<file path="config.mk">
export PLATFORM = sky130hd
export DESIGN_NAME = stage_wb
export DESIGN_NICKNAME = d
export VERILOG_FILES = /design/src/rtl/riscv_pkg.sv /design/src/rtl/load_align.sv /design/src/rtl/stage_wb.sv
export SDC_FILE = /design/constraint.sdc
export NUM_CORES = 1
export LEC_CHECK = 0
export BUFFER_PORTS_ARGS = -buffer_cell sky130_fd_sc_hd__buf_2
export CAP_MARGIN = 20
export CORE_ASPECT_RATIO = 2
export CORE_UTILIZATION = 40
export CTS_BUF_LIST = sky130_fd_sc_hd__clkbuf_16
export CTS_CLUSTER_DIAMETER = 60
export CTS_CLUSTER_SIZE = 24
export DETAILED_ROUTE_END_ITERATION = 12
export PLACE_DENSITY = 0.73
export SLEW_MARGIN = 20
export SYNTH_ARGS = -nofsm -noshare
export SYNTH_HDL_FRONTEND = slang
export SYNTH_SLANG_ARGS = --single-unit
export TNS_END_PERCENT = 10
</file>
<file path="constraint.sdc">
create_clock -name clk -period 6.74 [get_ports clk]
set_clock_uncertainty 0.15 [all_clocks]
set_input_delay 0.337 -clock clk [delete_from_list [all_inputs] [get_ports clk]]
set_output_delay 0.337 -clock clk [all_outputs]
set_load 0.02 [all_outputs]
</file>
<file path="src/rtl/riscv_pkg.sv">
// Shared RISC-V pipeline definitions: load funct3 codes and the write-back stage state encoding.
package riscv_pkg;

  localparam logic [2:0] F3_LB  = 3'b000;
  localparam logic [2:0] F3_LH  = 3'b001;
  localparam logic [2:0] F3_LW  = 3'b010;
  localparam logic [2:0] F3_LBU = 3'b100;
  localparam logic [2:0] F3_LHU = 3'b101;

  typedef enum logic [0:0] {
    WB_IDLE     = 1'b0,
    WB_WAIT_MEM = 1'b1
  } wb_state_e;

endpackage

</file>
<file path="src/rtl/load_align.sv">
// Selects and extends the addressed byte/halfword lane of an aligned 32-bit memory word.
module load_align
  import riscv_pkg::*;
(
  input  logic [2:0]  funct3,
  input  logic [1:0]  off,
  input  logic [31:0] word,
  output logic [31:0] result
);

  logic [7:0]  byte_v;
  logic [15:0] half_v;

  always_comb begin
    byte_v = word[7:0];
    case (off)
      2'd0:    byte_v = word[7:0];
      2'd1:    byte_v = word[15:8];
      2'd2:    byte_v = word[23:16];
      default: byte_v = word[31:24];
    endcase
    // Halfword lane comes from off[1] only; an odd offset is not trapped.
    half_v = off[1] ? word[31:16] : word[15:0];
  end

  always_comb begin
    result = word;
    case (funct3)
      F3_LB:   result = {{24{byte_v[7]}}, byte_v};
      F3_LBU:  result = {24'd0, byte_v};
      F3_LH:   result = {{16{half_v[15]}}, half_v};
      F3_LHU:  result = {16'd0, half_v};
      default: result = word;
    endcase
  end

endmodule

</file>
<file path="src/rtl/stage_wb.sv">
// Write-back stage: retires instructions into the register file, waiting for load data when needed.
// Handshake: a transfer happens on a rising edge where in_valid && in_ready; in_ready depends on state only.
module stage_wb
  import riscv_pkg::*;
#(
  parameter int TIMEOUT = 16
) (
  input  logic        clk,
  input  logic        rst,
  input  logic        in_valid,
  output logic        in_ready,
  input  logic [31:0] alu_result,
  input  logic [4:0]  rd,
  input  logic [2:0]  funct3,
  input  logic        RegWrite,
  input  logic        MemtoReg,
  input  logic        mem_rvalid,
  input  logic [31:0] mem_rdata,
  output logic [4:0]  write_reg,
  output logic [31:0] write_data,
  output logic        reg_write,
  output logic [31:0] retired,
  output logic        mem_err
);

  localparam int CW = (TIMEOUT > 0) ? $clog2(TIMEOUT + 1) : 1;

  wb_state_e   state;
  logic [4:0]  rd_q;
  logic        regwrite_q;
  logic [2:0]  funct3_q;
  logic [1:0]  off_q;
  logic [CW-1:0] cnt_q;
  logic [CW-1:0] cnt_nxt;
  logic        timeout_fire;
  logic [31:0] load_data;

  load_align u_load_align (
    .funct3 (funct3_q),
    .off    (off_q),
    .word   (mem_rdata),
    .result (load_data)
  );

  assign in_ready     = (state == WB_IDLE);
  assign cnt_nxt      = cnt_q + CW'(1);
  // Fires in the WAIT_MEM cycle where the counter reaches TIMEOUT; a response in that cycle still wins.
  assign timeout_fire = (TIMEOUT != 0) && (cnt_nxt == CW'(TIMEOUT));

  always_ff @(posedge clk or posedge rst) begin
    if (rst) begin
      state      <= WB_IDLE;
      rd_q       <= 5'd0;
      regwrite_q <= 1'b0;
      funct3_q   <= 3'd0;
      off_q      <= 2'd0;
      cnt_q      <= '0;
      write_reg  <= 5'd0;
      write_data <= 32'd0;
      reg_write  <= 1'b0;
      retired    <= 32'd0;
      mem_err    <= 1'b0;
    end else begin
      reg_write <= 1'b0;
      case (state)
        WB_IDLE: begin
          if (mem_rvalid) mem_err <= 1'b1;
          if (in_valid) begin
            if (MemtoReg) begin
              rd_q       <= rd;
              regwrite_q <= RegWrite;
              funct3_q   <= funct3;
              off_q      <= alu_result[1:0];
              cnt_q      <= '0;
              state      <= WB_WAIT_MEM;
            end else begin
              if (RegWrite && (rd != 5'd0)) begin
                reg_write  <= 1'b1;
                write_reg  <= rd;
                write_data <= alu_result;
              end
              retired <= retired + 32'd1;
            end
          end
        end
        WB_WAIT_MEM: begin
          if (mem_rvalid) begin
            if (regwrite_q && (rd_q != 5'd0)) begin
              reg_write  <= 1'b1;
              write_reg  <= rd_q;
              write_data <= load_data;
            end
            retired <= retired + 32'd1;
            state   <= WB_IDLE;
          end else if (timeout_fire) begin
            mem_err <= 1'b1;
            state   <= WB_IDLE;
          end else begin
            cnt_q <= cnt_nxt;
          end
        end
        default: state <= WB_IDLE;
      endcase
    end
  end

endmodule

</file>
Yosys cells after proc, flatten, opt, wreduce, memory -nomap -nowiden
Index checks and enable logic that the tools add are counted.
{"block": "classes", "n_addsub": 2, "n_eq_ne": 16, "mux": 39, "n_bitwise": 1, "reduce_logical": 11}
{"operator": "two-way mux 32 bit", "count": 8}
{"operator": "case mux 32 bit (2 select lines)", "count": 2}
{"operator": "case mux 32 bit (4 select lines)", "count": 1}
{"operator": "two-way mux 5 bit", "count": 9}
{"operator": "adder 32 x 1 -> 32 bit (second input constant)", "count": 1}
{"operator": "case mux 8 bit (3 select lines)", "count": 1}
{"operator": "case mux 5 bit (2 select lines)", "count": 2}
{"operator": "two-way mux 16 bit", "count": 1}
{"operator": "two-way mux 1 bit", "count": 12}
{"operator": "!= test 2 x 1 -> 1 bit (second input constant)", "count": 5}
{"operator": "!= test 2 bit (second input constant)", "count": 5}
{"operator": "nonzero test 5 bit", "count": 2}
{"operator": "AND reduction 3 bit", "count": 3}
{"operator": "== test 3 bit (second input constant)", "count": 2}
{"operator": "case mux 1 bit (2 select lines)", "count": 3}
{"operator": "adder 5 x 1 -> 5 bit (second input constant)", "count": 1}
{"operator": "== test 5 bit (second input constant)", "count": 1}
{"operator": "AND reduction 5 bit", "count": 1}
{"operator": "AND reduction 4 bit", "count": 1}
{"operator": "== test 3 x 1 -> 1 bit (second input constant)", "count": 1}
{"operator": "zero test 3 bit", "count": 1}
{"operator": "== test 2 x 1 -> 1 bit (second input constant)", "count": 1}
{"operator": "== test 2 bit (second input constant)", "count": 1}
{"operator": "logical AND 1 bit", "count": 2}
{"operator": "other kinds (2)", "count": 2}
{"block": "totals", "regBits": 88, "output_inout_bits": 72}

Longest topological paths before layout
Gate-level depths: netlist of run 1.
{"block": "depth", "word_depth": 6, "depth_mapped": 8, "ltp_nobuf": 6}

Modules after synthesis
From an unflattened synthesis of run 1, not the netlist that was laid out.
{"block": "unflattened", "hier_cells": 447, "hier_area_um2": 5134.9}
{"module": "stage_wb", "n_inst": 1, "cells_per_inst": 314, "area_per_inst_um2": 4165.2, "seq_area_each_um2": 2202.1}
{"module": "load_align", "n_inst": 1, "cells_per_inst": 133, "area_per_inst_um2": 969.7, "seq_area_each_um2": 0.0}

Worst setup path before layout of run 1
No wires, ideal clock.
{"block": "synth_timing", "path_type": "flip-flop to flip-flop", "start": "reg retired[11]", "end": "reg retired[25]", "arrival_ns": 1.653, "required_time_ns": 6.461, "slack_ns": 4.807, "path_stages_with_launch": 7, "path_buffers": 1, "synth_period_minus_slack_ns": 1.933, "cell_sequence": "dfrtp_1 > and3_1 > clkbuf_1 > nand3_1 > nor4_4 > nand4_1 > xnor2_1"}
{"block": "synth_between", "elab_chain_cells": 4, "word_cells_on_any_way": 5, "cone_classes": "add/sub (1); mux (4)"}
{"item": "start, declared", "line_no": "stage_wb.sv:22", "text": "output logic [31:0] retired,"}
{"item": "start signal, assigned", "line_no": "stage_wb.sv:82", "text": "retired <= retired + 32'd1;"}
{"item": "start signal, assigned", "line_no": "stage_wb.sv:93", "text": "retired <= retired + 32'd1;"}
{"item": "adder 32 x 1 -> 32 bit *", "line_no": "stage_wb.sv:82, stage_wb.sv:93"}
{"item": "two-way mux 32 bit", "line_no": "stage_wb.sv:69", "text": "if (MemtoReg) begin"}
{"item": "two-way mux 32 bit", "line_no": "stage_wb.sv:68", "text": "if (in_valid) begin"}
{"item": "case mux 32 bit (2 select lines) *", "line_no": "stage_wb.sv:65", "text": "case (state)"}
Mark *: on every way between the ends. The rest lies on a longest branch, timed or not. The select of a mux whose other input is x is not followed.
A chain may end at the register's enable or synchronous reset.

Final worst setup path of run 1
{"block": "layout_timing", "start": "reg off_q[1]", "end": "reg write_data[13]"}
{"block": "layout_between", "elab_chain_cells": 6, "word_cells_on_any_way": 9, "cone_classes": "eq/ne (2); mux (6); reduce/logical (1)"}
{"item": "start, declared", "line_no": "stage_wb.sv:32", "text": "logic [1:0] off_q;"}
{"item": "start signal, assigned", "line_no": "stage_wb.sv:73", "text": "off_q <= alu_result[1:0];"}
{"item": "== test 2 bit (tied with other cells)", "line_no": "load_align.sv:16", "text": "case (off)"}
{"item": "case mux 8 bit (3 select lines)", "line_no": "load_align.sv:16"}
{"item": "case mux 32 bit (4 select lines) *", "line_no": "load_align.sv:28", "text": "case (funct3)"}
{"item": "two-way mux 32 bit *", "line_no": "stage_wb.sv:88", "text": "if (regwrite_q && (rd_q != 5'd0)) begin"}
{"item": "two-way mux 32 bit *", "line_no": "stage_wb.sv:87", "text": "if (mem_rvalid) begin"}
{"item": "case mux 32 bit (2 select lines) *", "line_no": "stage_wb.sv:65"}
{"item": "end signal, assigned", "line_no": "stage_wb.sv:80", "text": "write_data <= alu_result;"}
{"item": "end signal, assigned", "line_no": "stage_wb.sv:91", "text": "write_data <= load_data;"}
{"item": "end, declared", "line_no": "stage_wb.sv:20", "text": "output logic [31:0] write_data,"}
Marked as above.

==> impl_metrics.env, run 1 <==
export IMPL_crit_type="flop to flop"
export IMPL_syn_inst=472
export IMPL_ys_warn_count=0
export IMPL_drive_above_1_share_pct=33.3
export IMPL_setup_tns_final_ns=0
export IMPL_arrival_ns=2.90
export IMPL_worstSkewPairLatency_ns=0.34
export IMPL_cts_sinks=88
export IMPL_cts_tree="yes"
export IMPL_wl_um=12400
export IMPL_core_um2=11300
export IMPL_tightest_slew_ns=1.02
export IMPL_avgSynthCellArea_um2=9.85
export IMPL_netlist_area_um2=4650
export IMPL_startpoint_type="flop"
export IMPL_cp_data_required_time_ns=6.81
export IMPL_grt_overflow=0
export IMPL_layout_min_cycle_time_ns=2.83
export IMPL_dieArea_um2=12100
export IMPL_post_cts_resized=0
export IMPL_clockBufferDepth=2
export IMPL_fmax_mhz=354
export IMPL_cp_end_kind="flop"
export IMPL_first_pass_iters=5
export IMPL_vdd_drop_max_mv=0.164
export IMPL_synth_async_reset_ratio_pct=100
export IMPL_ys_top_cells_by_area="dfrtp_1 47%, xnor2_1 5.1%, nor2_1 4.0%, a31oi_1 3.9%, a21oi_1 3.7%"
export IMPL_yosysTopAreaCell="dfrtp_1"
export IMPL_cts_root_buf="clkbuf_16"
export IMPL_top_regs="retired: 32 flops, write_data: 32 flops"
export IMPL_synth_nets=552
export IMPL_fin_crit_sh_pct=42.0
export IMPL_place_congestion=0.856
export IMPL_numPortBuffers=149
export IMPL_rsz0062_at_grt="no"
export IMPL_ys_ff_latch=88
export IMPL_slew_violations=0
export IMPL_antenna_left=0
export IMPL_place_hpwl_um=9320
export IMPL_antenna_found_initial=1
export IMPL_power_leakage_nw=2.76
export IMPL_maxCapViolCount=0
export IMPL_path_clk_slew_ns=0.07
export IMPL_place_ws_ns=3.84
export IMPL_ys_types=53
export IMPL_status="completed"
export IMPL_worst_path_max_fanout=33
export IMPL_viasPerCell=5.33
export IMPL_grt_max_degree=62
export IMPL_hold_class="input pin to flop"
export IMPL_drcViolationCount=0
export IMPL_relSlewSlack_pct=32.1
export IMPL_boundaryPins=150
export IMPL_drt_iter0_markers=172
export IMPL_grt_pass1_wl_um=20100
export IMPL_fillers=1060
export IMPL_ys_seq_area_share_pct=47.4
export IMPL_setup_viol=0
export IMPL_mostFrequentLayoutCell="buf_2"
export IMPL_power_total_mw=1.91
export IMPL_fin_ws_ns=3.91
export IMPL_die_x_um=78.2
export IMPL_power_density_nw_per_um2=332
export IMPL_post_drt_wl_per_cell_um=16.4
export IMPL_cts_max_level=3
export IMPL_post_cts_repair_setup_buffers=0
export IMPL_grt_pass1_vias=4077
export IMPL_cts_buffers=9
export IMPL_vias=4031
export IMPL_synth_top_cell_area_share_pct=47.4
export IMPL_ys_flop_type="dfrtp_1"
export IMPL_nets=688
export IMPL_die_y_um=154
export IMPL_synth_edf_count=0
export IMPL_hold_viol=0
export IMPL_hold_buffers=1
export IMPL_mostFrequentLayoutCells="149 x buf_2, 88 x dfrtp_1, 49 x nor2_1"
export IMPL_grtUsageTotal_pct=21.3
export IMPL_syn_to_final_growth_pct=23.6
export IMPL_initial_core_util_pct=41.2
export IMPL_std_cell_rows=55
==> worst paths after layout <==
| kind | startpoint | to | slack (ns) | depth (start not counted) |
|---|---|---|---|---|
| worst max register to register | off_q[1]$_DFFE_PP0P_ | write_data[13]$_DFFE_PP0P_ | 3.91 | 5 |
| worst min register to register | retired[31]$_DFFE_PP0P_ | retired[31]$_DFFE_PP0P_ | 0.33 | 1 |
| worst max-delay path | off_q[1]$_DFFE_PP0P_ | write_data[13]$_DFFE_PP0P_ | 3.91 | 5 |
| max in group asynchronous | rst | retired[8]$_DFFE_PP0P_ | 4.89 | 4 |
| min in group asynchronous | rst | write_data[29]$_DFFE_PP0P_ | 0.42 | 3 |
| worst min-delay path | funct3[1] | funct3_q[1]$_DFFE_PP0P_ | 0.09 | 2 |
==> logic make-up after synthesis <==
kind of cell / Yosys count / synth area share [%]
xor+xnor: 33 / 6.21
buf+inv: 46 / 4.52
flops: 88 / 47.3
fa+ha+maj: 2 / 0.538
mux: 33 / 8.66
simple gates: 161 / 18.2
compound gates: 109 / 14.5
==> metrics by stage <==
step | utilization [%] | cells | cell area [µm²] | hold slack [ns]
2_1_floorplan | - | 472 | 4650 | 0.286
3_3_place_gp | 48.3 | 737 | 5450 | 0.230
3_5_place_dp | 48.3 | 737 | 5450 | 0.237
4_1_cts | 50.8 | 754 | 5740 | 0.0763
5_1_grt | 50.9 | 756 | 5750 | 0.0877
6_report | 50.9 | 756 | 5750 | 0.0890
==> critical path, cell delays in order (launching register included) <==
cell	delay (ns)
dfrtp_1	1.01
mux2i_1	0.34
o22ai_1	0.16
a21oi_1	0.59
a31oi_1	0.16
mux2_4	0.29
==> synthesized netlist by cell type, types with 2 or more instances <==
cell type / count
inv_1: 17
clkbuf_1: 17
mux2i_1: 8
buf_6: 4
xor2_1: 6
a21oi_1: 34
and4_1: 3
a31oi_1: 29
nand4_1: 5
buf_2: 6
nand3_1: 19
a22oi_1: 3
a22o_1: 3
nor2b_1: 14
nor3_2: 2
ha_1: 2
o21a_1: 2
o21ai_0: 18
and2_1: 2
a211o_1: 5
o22ai_1: 4
nand2b_1: 3
a211oi_1: 2
xnor2_1: 27
dfrtp_1: 88
mux2_2: 14
nor2_1: 49
nand2_1: 29
mux2_4: 11
and3_1: 13
nor3_1: 11
==> area by class of cell <==
| cell class | count | area, µm² | share of cell area [%] |
|---|---|---|---|
| clock buffers | 9 | 225 | 3.92 |
| flip-flops and latches | 88 | 2200 | 38.3 |
| diodes | 1 | 2.50 | 0.0435 |
| repair buffers | 153 | 778 | 13.5 |
| multi-input cells | 338 | 2240 | 39.0 |
| clock inverters | 7 | 53.8 | 0.936 |
| inverters | 18 | 68.8 | 1.20 |
| well taps | 142 | 178 | 3.09 |
==> report_power, final <==
part / internal, mW / switching (mW)
clock network: 0.252 / 0.216
logic: 0.264 / 0.384
registers: 0.663 / 0.132
==> metal layers <==
layer | vias to the layer above | global-route usage [%] | part of all wire (%)
met5 | - | 0 | 0
met4 | 0 | 10.6 | 3.4
li1 | 1945 | - | -
met1 | 1913 | 23.3 | 39
met3 | 27 | 4.31 | 4.8
met2 | 146 | 38.1 | 53
Note: power is estimated with default switching activity, not from simulation.
==> run 2, diff against run 1 <==
Settings changed: PLACE_DENSITY 0.73 to 0.76.
Clock period 6.74 ns to 2.57 ns, I/O delays scaled along.
==> impl_metrics.env, run 2 (synthesis gave the netlist of run 1 again) <==
export IMPL_power_frac_seq_pct=39.4
export IMPL_rsz0062_at_grt="no"
export IMPL_die_x_um=78.2
export IMPL_cts_root_buf="clkbuf_16"
export IMPL_r2r_end="write_data[28]$_DFFE_PP0P_"
export IMPL_cts_sinks=88
export IMPL_nets=726
export IMPL_grt_overflow=0
export IMPL_post_drt_wl_per_cell_um=16.5
export IMPL_mostFrequentLayoutCells="149 x buf_2, 88 x dfrtp_1, 49 x nor2_1"
export IMPL_worst_path_max_fanout=43
export IMPL_cp_startpoint="rd[1]"
export IMPL_layout_min_cycle_time_ns=2.35
export IMPL_grt_util_met3_pct=3.60
export IMPL_crit_type="input pin to flop"
export IMPL_fin_crit_sh_pct=91.3
export IMPL_drt_iter0_markers=262
export IMPL_grt_max_degree=44
export IMPL_hold_class="input pin to flop"
export IMPL_hold_viol=0
export IMPL_regToRegStartpoint="rd_q[1]$_DFFE_PP0P_"
export IMPL_endpoint="write_data[28]$_DFFE_PP0P_"
export IMPL_initial_core_util_pct=41.2
export IMPL_combPwrFrac_pct=35.6
export IMPL_cp_data_required_time_ns=2.64
export IMPL_viasPerCell=5.47
export IMPL_busiest_layer="met2"
export IMPL_die_y_um=154
export IMPL_slew_violations=0
export IMPL_crit_path_cell_trace="dlygate4sd3_1 > buf_2 > or4_1 > o21ai_2 > nand2_4 > buf_4 > nor2_1 > a31oi_1"
export IMPL_cts_tree="yes"
export IMPL_numPortBuffers=149
export IMPL_crit_path_top_delay_cell="dlygate4sd3_1"
export IMPL_wl_um=13100
export IMPL_std_cell_rows=55
export IMPL_drcViolationCount=0
export IMPL_vias=4340
export IMPL_path_clk_slew_ns=0.07
export IMPL_power_leakage_nw=2.95
export IMPL_drive_above_1_share_pct=32.9
export IMPL_maxCapViolCount=0
export IMPL_arrival_ns=2.41
export IMPL_hold_buffers=30
export IMPL_first_pass_iters=4
export IMPL_reg2reg_slack_ns=0.30
export IMPL_place_congestion=0.869
export IMPL_power_density_nw_per_um2=845
export IMPL_clockBufferDepth=2
export IMPL_swShare_pct=38.7
export IMPL_post_cts_repair_setup_buffers=0
export IMPL_post_cts_resized=0
export IMPL_holdWs_ns=0.0217
export IMPL_grtUsageTotal_pct=22.5
export IMPL_grt_pass1_wl_um=21200
export IMPL_dieArea_um2=12100
export IMPL_top_regs="retired: 32 flops, write_data: 32 flops"
export IMPL_status="completed"
export IMPL_setup_tns_final_ns=0
export IMPL_fmax_mhz=426
export IMPL_cp_end_kind="flop"
export IMPL_tightest_slew_ns=0.620
export IMPL_grtUsageMet2_pct=39.3
export IMPL_p_sw_mw=2.00
export IMPL_reg2reg_depth=6
export IMPL_clkPwrFrac_pct=25.0
export IMPL_startpoint_type="input pin"
export IMPL_met1_usage_pct=25.5
export IMPL_relSlewSlack_pct=58.5
export IMPL_core_um2=11300
export IMPL_antenna_left=0
export IMPL_syn_to_final_growth_pct=31.7
export IMPL_cts_max_level=3
export IMPL_cpPeakStageDelay_ns=0.55
export IMPL_mostFrequentLayoutCell="buf_2"
export IMPL_diodes=0
export IMPL_place_hpwl_um=9730
export IMPL_setup_viol=0
export IMPL_vdd_drop_max_mv=0.448
export IMPL_antenna_found_initial=0
export IMPL_p_int_mw=3.17
export IMPL_boundaryPins=150
export IMPL_power_total_mw=5.17
export IMPL_worstSkewPairLatency_ns=0.35
export IMPL_grt_pass1_vias=4384
export IMPL_cts_buffers=9
run 2: cell count changes in the layout (fill, tap and decap cells not counted), sizes merged, moves of 2 or more:
cell | previous run | this run
inv | 18 | 22
dlygate4sd3 | 1 | 30
clkinv | 5 | 3
buf | 151 | 161
clkinvlp | 2 | 0
run 2: worst max-delay path, delay by kind of cell:
family,cells,cell delay [ns]
AOI/OAI and AO/OA,2,0.29
and+or+nand+nor,3,0.99
buffers and inverters,3,0.99
run 2: area by class of cell:
class	count	area, µm²
Clock buffer	9	225
Fill cell	1011	5160
Inverter	18	68.8
Clock inverter	7	66.3
Multi-Input combinational cell	338	2240
Timing Repair Buffer	191	1150
Sequential cell	88	2200
Tap cell	142	178
run 2: power by group through the flow:
stage | logic (mW) | clock network, mW | registers (mW)
4_1_cts | 1.84 | 1.32 | 2.03
6_report | 1.84 | 1.30 | 2.04
3_5_place_dp | 1.80 | 0 | 2.05
2_1_floorplan | 0.844 | 0 | 2.35
3_3_place_gp | 1.76 | 0 | 2.03
5_1_grt | 1.99 | 1.37 | 2.09
run 2: how the worst min path moves through the flow:
| stage | cells after the start | to | start | slack (ns) |
|---|---|---|---|---|
| after floorplan | 1 | mem_err$_DFFE_PP0P_ | mem_rvalid | 0.08 |
| after global placement | 2 | write_data[19]$_DFFE_PP0P_ | rst | 0.004 |
| after detailed placement | 2 | write_data[19]$_DFFE_PP0P_ | rst | 0.006 |
| after CTS | 3 | write_data[7]$_DFFE_PP0P_ | alu_result[7] | 0.006 |
| after global routing | 3 | write_data[7]$_DFFE_PP0P_ | alu_result[7] | 0.05 |
| final | 3 | write_data[7]$_DFFE_PP0P_ | alu_result[7] | 0.02 |
run 2: routing by layer:
metal	vias to the layer above	share of wire, %
met4	0	4.2
met2	177	52
li1	2025	-
met3	46	5.3
met1	2092	38
met5	-	0
run 2: stage by stage:
step | util, % | instances | worst slack, ns | cell area [µm²]
2_1_floorplan | - | 472 | 0.0129 | 4650
3_3_place_gp | 49.0 | 747 | 0.368 | 5540
3_5_place_dp | 49.0 | 747 | 0.320 | 5540
4_1_cts | 54.3 | 793 | 0.258 | 6130
5_1_grt | 54.3 | 793 | 0.153 | 6130
6_report | 54.3 | 793 | 0.224 | 6130
